### config.mk
export PLATFORM = sky130hd
export DESIGN_NAME = until_req_driver_flat
export DESIGN_NICKNAME = d
export VERILOG_FILES = /design/src/rtl/until_req_driver_if.sv /design/src/rtl/until_req_driver.sv /design/src/flat_wrapper.sv
export SDC_FILE = /design/constraint.sdc
export NUM_CORES = 1
export LEC_CHECK = 0
export ABC_AREA = 1
export CAP_MARGIN = 10
export CORE_ASPECT_RATIO = 0.8
export CORE_UTILIZATION = 45
export CTS_CLUSTER_SIZE = 30
export DETAILED_ROUTE_END_ITERATION = 10
export GPL_TIMING_DRIVEN = 0
export PLACE_DENSITY = 0.83
export SYNTH_ARGS = -nofsm -noshare
export SYNTH_HDL_FRONTEND = slang
export SYNTH_SLANG_ARGS = --single-unit
### constraint.sdc
create_clock -name clk -period 1.9 [get_ports clk]
set_input_delay 0.38 -clock clk [delete_from_list [all_inputs] [get_ports clk]]
set_output_delay 0.38 -clock clk [all_outputs]
set_load 0.1 [all_outputs]
### src/rtl/until_req_driver_if.sv
// until_req_driver_if: bundle for the req-until-ack initiator.
// Signals: start/start_data/ack in; req/req_data/busy/done/timeout/hold_cnt out.
// master = the driver itself; slave = controlling logic plus responder.
interface until_req_driver_if #(
   parameter int DW = 8,
   parameter int CW = 8
);
   logic          start;
   logic [DW-1:0] start_data;
   logic          ack;
   logic          req;
   logic [DW-1:0] req_data;
   logic          busy;
   logic          done;
   logic          timeout;
   logic [CW-1:0] hold_cnt;

   modport master (
      input  start, start_data, ack,
      output req, req_data, busy, done, timeout, hold_cnt
   );

   modport slave (
      output start, start_data, ack,
      input  req, req_data, busy, done, timeout, hold_cnt
   );
endinterface

### src/rtl/until_req_driver.sv
// until_req_driver: raises req with latched data and holds it until ack,
// or until TIMEOUT req-high cycles (0 = hold forever). Reports done/timeout.
// Ports: clk, rst (sync, active-low), bus (until_req_driver_if.master).
module until_req_driver #(
   parameter int DW      = 8,
   parameter int TIMEOUT = 16,
   parameter int CW      = 8
) (
   input  logic               clk,
   input  logic               rst,
   until_req_driver_if.master bus
);
   typedef enum logic {
      IDLE = 1'b0,
      HOLD = 1'b1
   } state_e;

   localparam logic [CW-1:0] TO_V    = CW'(TIMEOUT);
   localparam logic [CW-1:0] CNT_MAX = {CW{1'b1}};
   localparam bit            TO_EN   = (TIMEOUT != 0);

   state_e        state_q, state_d;
   logic [CW-1:0] cnt_q, cnt_d;
   logic [CW-1:0] hold_cnt_q, hold_cnt_d;
   logic [DW-1:0] req_data_q, req_data_d;
   logic          done_q, done_d;
   logic          timeout_q, timeout_d;

   always_comb begin
      state_d    = state_q;
      cnt_d      = cnt_q;
      hold_cnt_d = hold_cnt_q;
      req_data_d = req_data_q;
      done_d     = 1'b0;
      timeout_d  = 1'b0;
      unique case (state_q)
         IDLE: begin
            if (bus.start) begin
               req_data_d = bus.start_data;
               cnt_d      = CW'(1);
               state_d    = HOLD;
            end
         end
         HOLD: begin
            // ack is checked first so it wins over a coincident timeout
            if (bus.ack) begin
               done_d     = 1'b1;
               hold_cnt_d = cnt_q;
               state_d    = IDLE;
            end else if (TO_EN && (cnt_q == TO_V)) begin
               timeout_d  = 1'b1;
               hold_cnt_d = cnt_q;
               state_d    = IDLE;
            end else if (cnt_q != CNT_MAX) begin
               // saturate so a weak-mode hold never wraps the count
               cnt_d = cnt_q + CW'(1);
            end
         end
         default: state_d = IDLE;
      endcase
   end

   always_ff @(posedge clk) begin
      if (!rst) begin
         state_q    <= IDLE;
         cnt_q      <= '0;
         hold_cnt_q <= '0;
         req_data_q <= '0;
         done_q     <= 1'b0;
         timeout_q  <= 1'b0;
      end else begin
         state_q    <= state_d;
         cnt_q      <= cnt_d;
         hold_cnt_q <= hold_cnt_d;
         req_data_q <= req_data_d;
         done_q     <= done_d;
         timeout_q  <= timeout_d;
      end
   end

   assign bus.req      = (state_q == HOLD);
   assign bus.busy     = (state_q == HOLD);
   assign bus.req_data = req_data_q;
   assign bus.done     = done_q;
   assign bus.timeout  = timeout_q;
   assign bus.hold_cnt = hold_cnt_q;
endmodule

### src/flat_wrapper.sv
// flat-port wrapper written by rule: the top's interface ports become plain ports
module until_req_driver_flat 
#(
   parameter int DW      = 8,
   parameter int TIMEOUT = 16,
   parameter int CW      = 8
)
  (clk, rst, bus_start, bus_start_data, bus_ack, bus_req, bus_req_data, bus_busy, bus_done, bus_timeout, bus_hold_cnt);
  until_req_driver_if #(.DW(DW), .CW(CW)) bus_i ();
  input  logic clk;
  input  logic rst;
  input wire logic [$bits(bus_i.start)-1:0] bus_start;
  input wire logic [$bits(bus_i.start_data)-1:0] bus_start_data;
  input wire logic [$bits(bus_i.ack)-1:0] bus_ack;
  output wire logic [$bits(bus_i.req)-1:0] bus_req;
  output wire logic [$bits(bus_i.req_data)-1:0] bus_req_data;
  output wire logic [$bits(bus_i.busy)-1:0] bus_busy;
  output wire logic [$bits(bus_i.done)-1:0] bus_done;
  output wire logic [$bits(bus_i.timeout)-1:0] bus_timeout;
  output wire logic [$bits(bus_i.hold_cnt)-1:0] bus_hold_cnt;
  assign bus_i.start = bus_start;
  assign bus_i.start_data = bus_start_data;
  assign bus_i.ack = bus_ack;
  assign bus_req = bus_i.req;
  assign bus_req_data = bus_i.req_data;
  assign bus_busy = bus_i.busy;
  assign bus_done = bus_i.done;
  assign bus_timeout = bus_i.timeout;
  assign bus_hold_cnt = bus_i.hold_cnt;
  until_req_driver #(.DW(DW), .TIMEOUT(TIMEOUT), .CW(CW)) u_core (.clk(clk), .rst(rst), .bus(bus_i));
endmodule
==> flow_summary.yaml <==
critical_path:
  crit_path_max_fanout: 2
  cpPeakStageDelay_ns: 0.86
  cp_data_arrival_time_ns: 1.47
  cp_slowest_cell: "dlygate4sd2_1"
  critical_path_buf_inv_count: 1
  required_ns: 1.52
  critPathLaunchType: "register"
  crit_type: "register to primary output"
  endpoint_kind: "primary output"
  path_delay_family: "buffers and inverters"
  worstPathCellList: "dlygate4sd2_1"
synth:
  muxShareOfSynthArea_pct: 0
  yosysTopAreaCellShare_pct: 40.41
  synthSimpleGateAreaFrac_pct: 40.69
  syn-num-nets: 190
  ys_warn_count: 0
  synth_top_family_by_area: "simple AND/OR/NAND/NOR gates"
  synth_compound_area_share_pct: 9.261
  ys_seq_area_share_pct: 40.41
  synthAdderAreaFrac_pct: 1.871
  synth.distinct_cells: 26
  synth_area_sq_mm: 0.001338
  syn_area_per_cell_sq_um: 7.600
  ys_ff_latch: 27
  synthTopCellsByArea: "dfxtp_1 (40%), nor2_1 (8.7%), nand2_1 (7.0%)"
  netlist_instances: 176
  synthXorXnorAreaFrac_pct: 0
  yosys.area.top_type: "dfxtp_1"
sta:
  slew_viol_final: 0
  rsz0062_at_grt: "false"
  fin_crit_sh_pct: 97.57
  hold_violations: 0
  slew_headroom_pct: 35.63
  worst_slew_pin_slew_ns: 0.9694
  fin_skew_ns: 0.002383
  final-setup-viol-count: 0
  fin_crit_ns: 1.854
  max_freq_ghz: 0.5394
  final.setup.tns_ns: 0
die:
  start_util_pct: 48.00
  dieHeight_um: 50.76
  ioPinCount: 32
  rows: 17
  core_sq_mm: 0.002786
  fp.dieArea_sq_mm: 0.003196
  die_w_um: 62.96
pwr:
  p_leak_uw: 0.0007615
  irDropWorstVdd_uv: 509.4
  power_density_mw_per_mm2: 718.3
cells_and_area:
  final_util_pct: 61.65
  fillCellCount: 253
  fin_nets: 226
  layout_common_cells: "nor2_1 (31), dfxtp_1 (26), nand2_1 (25)"
  areaGrowthSynthToFinish_pct: 28.44
  drive_above_1_share_pct: 18.96
  final_common_cell: "nor2_1"
  antennaDiodeCount: 0
routing:
  first_pass_iters: 4
  final_antenna_net_count: 0
  drt-initial-drc-count: 85
  wl_met3_um: 99
  wl_met1_um: 1381
  dr_wl_met2_um: 1205
  num_vias: 1190
  post_drt_wl_per_cell_um: 10.88
  highest_layer: "met4"
  wirelength_um: 2710
  drc_errors: 0
  routed_via_density: 4.779
cts:
  clockBufferDepth: 2
  htree_num_levels: 1
  clk_pin_slew_worst_paths_ns: 0.09
  holdBufCountCts: 0
  numCtsBuffers: 3
  cts_root_buffer: "clkbuf_8"
  cts_tree: "done"
  clk_latency_ns: 0.27
  cts.sink_count: 27
grt:
  grt_max_degree: 15
  grt_pass1_vias: 1109
  track_usage_pct: 19.01
  antenna_found_initial: 0
  grt_pass1_wl_um: 4761
  gr-total-overflow: 0
flow_run:
  maxCapViolCount: 0
placement:
  port_buffers: 31
  dp_hpwl_um: 2097
  globalplace.congestion: 0.8787
hold_path:
  holdCritPathClass: "register to register"
run_status:
  status: "finished, final reports clean"
-- cell usage after synthesis --
cell / count
nand3_2: 4
dfxtp_1: 27
nand3b_1: 1
o21ai_0: 11
nand2_8: 2
buf_4: 2
nand4_1: 3
a21oi_2: 1
nand3_1: 12
nand3_4: 1
nor2_4: 3
nor3_1: 1
clkinv_1: 1
nand2_4: 1
ha_1: 2
a21oi_1: 10
nor2_2: 2
clkbuf_2: 1
buf_6: 1
nand2_2: 14
nand2_1: 25
inv_1: 15
inv_2: 2
nor2_1: 31
buf_2: 1
o21ai_1: 2
-- per-stage QoR --
stage / setup slack (ns) / hold slack (ns) / area (sq um) / std cells / total power (uW)
global placement: 0.002253 / 0.4551 / 1697 / 245 / 940.1
CTS: 0.02356 / 0.4688 / 1715 / 249 / 1250
floorplan: 0.2835 / 0.4593 / 1339 / 176 / 858.8
global route: 0.001831 / 0.4786 / 1718 / 249 / 1292
finish: 0.04612 / 0.4641 / 1718 / 249 / 1234
detailed placement: -0.007641 / 0.4576 / 1697 / 245 / 943.1
-- state kept, by name, indices dropped and copies added, names as in the netlist --
register             cells
u_core.bus.busy          1
u_core.bus.done          1
u_core.bus.hold_cnt      8
u_core.bus.req_data      8
u_core.bus.timeout       1
u_core.cnt_q             8
-- power by group --
group / switching [uW] / internal (uW) / leakage [uW]
Sequential: 14.8 / 589 / 0.000221
Clock: 167 / 150 / 0.0000228
Combinational: 233 / 79.6 / 0.000518
-- worst reg2reg max path: stages (launching register included) --
cell and delay, ns:
dfxtp_1 0.36, inv_1 0.09, ha_1 0.14, inv_1 0.04
nor2_2 0.20, nand2_4 0.13, nand2_8 0.12, nand2_8 0.09
nand2_2 0.06, a21oi_1 0.06
-- kinds of logic after synthesis --
kind of cell	after synthesis
adder cells (fa/ha/maj)	2
buffers and inverters	23
flip-flops	27
AND/OR/NAND/NOR	100
AO/OA/AOI/OAI	24
-- path summary, 6_finish.rpt --
| kind | start | endpoint | slack [ns] | depth (start not counted) |
|---|---|---|---|---|
| setup / recovery | u_core.bus.hold_cnt[4]$_SDFFE_PN0P_ | bus_hold_cnt[4] | 0.05 | 1 |
| hold / removal | u_core.bus.hold_cnt[7]$_SDFFE_PN0P_ | u_core.bus.hold_cnt[7]$_SDFFE_PN0P_ | 0.46 | 2 |
| setup reg to reg | u_core.cnt_q[0]$_SDFFE_PN0P_ | u_core.bus.hold_cnt[0]$_SDFFE_PN0P_ | 0.49 | 9 |
| hold reg to reg | u_core.bus.hold_cnt[7]$_SDFFE_PN0P_ | u_core.bus.hold_cnt[7]$_SDFFE_PN0P_ | 0.46 | 2 |
-- per-layer routing --
layer,vias to the layer above,track usage [%]
met5,-,0
met4,0,4.651
met3,2,4.773
met2,24,30.47
met1,532,25.45
li1,632,-
-- repair_timing --
item | in CTS | in global routing
endpoints found under the setup margin | 20 | 2
pin swaps | 0 | 0
gates resized for setup | 21 | 2
buffers inserted | 0 | 0
-- layout make-up --
cell class	count	area [sq um]	area share (%)
multi-input cells	126	693.2	40.35
well taps	38	47.55	2.768
clock buffers	4	45.04	2.622
inverters	18	67.56	3.933
flip-flops and latches	27	541.8	31.54
plain buffers	5	36.28	2.112
repair buffers	31	286.5	16.68
Power figures use the tool's default switching activity.
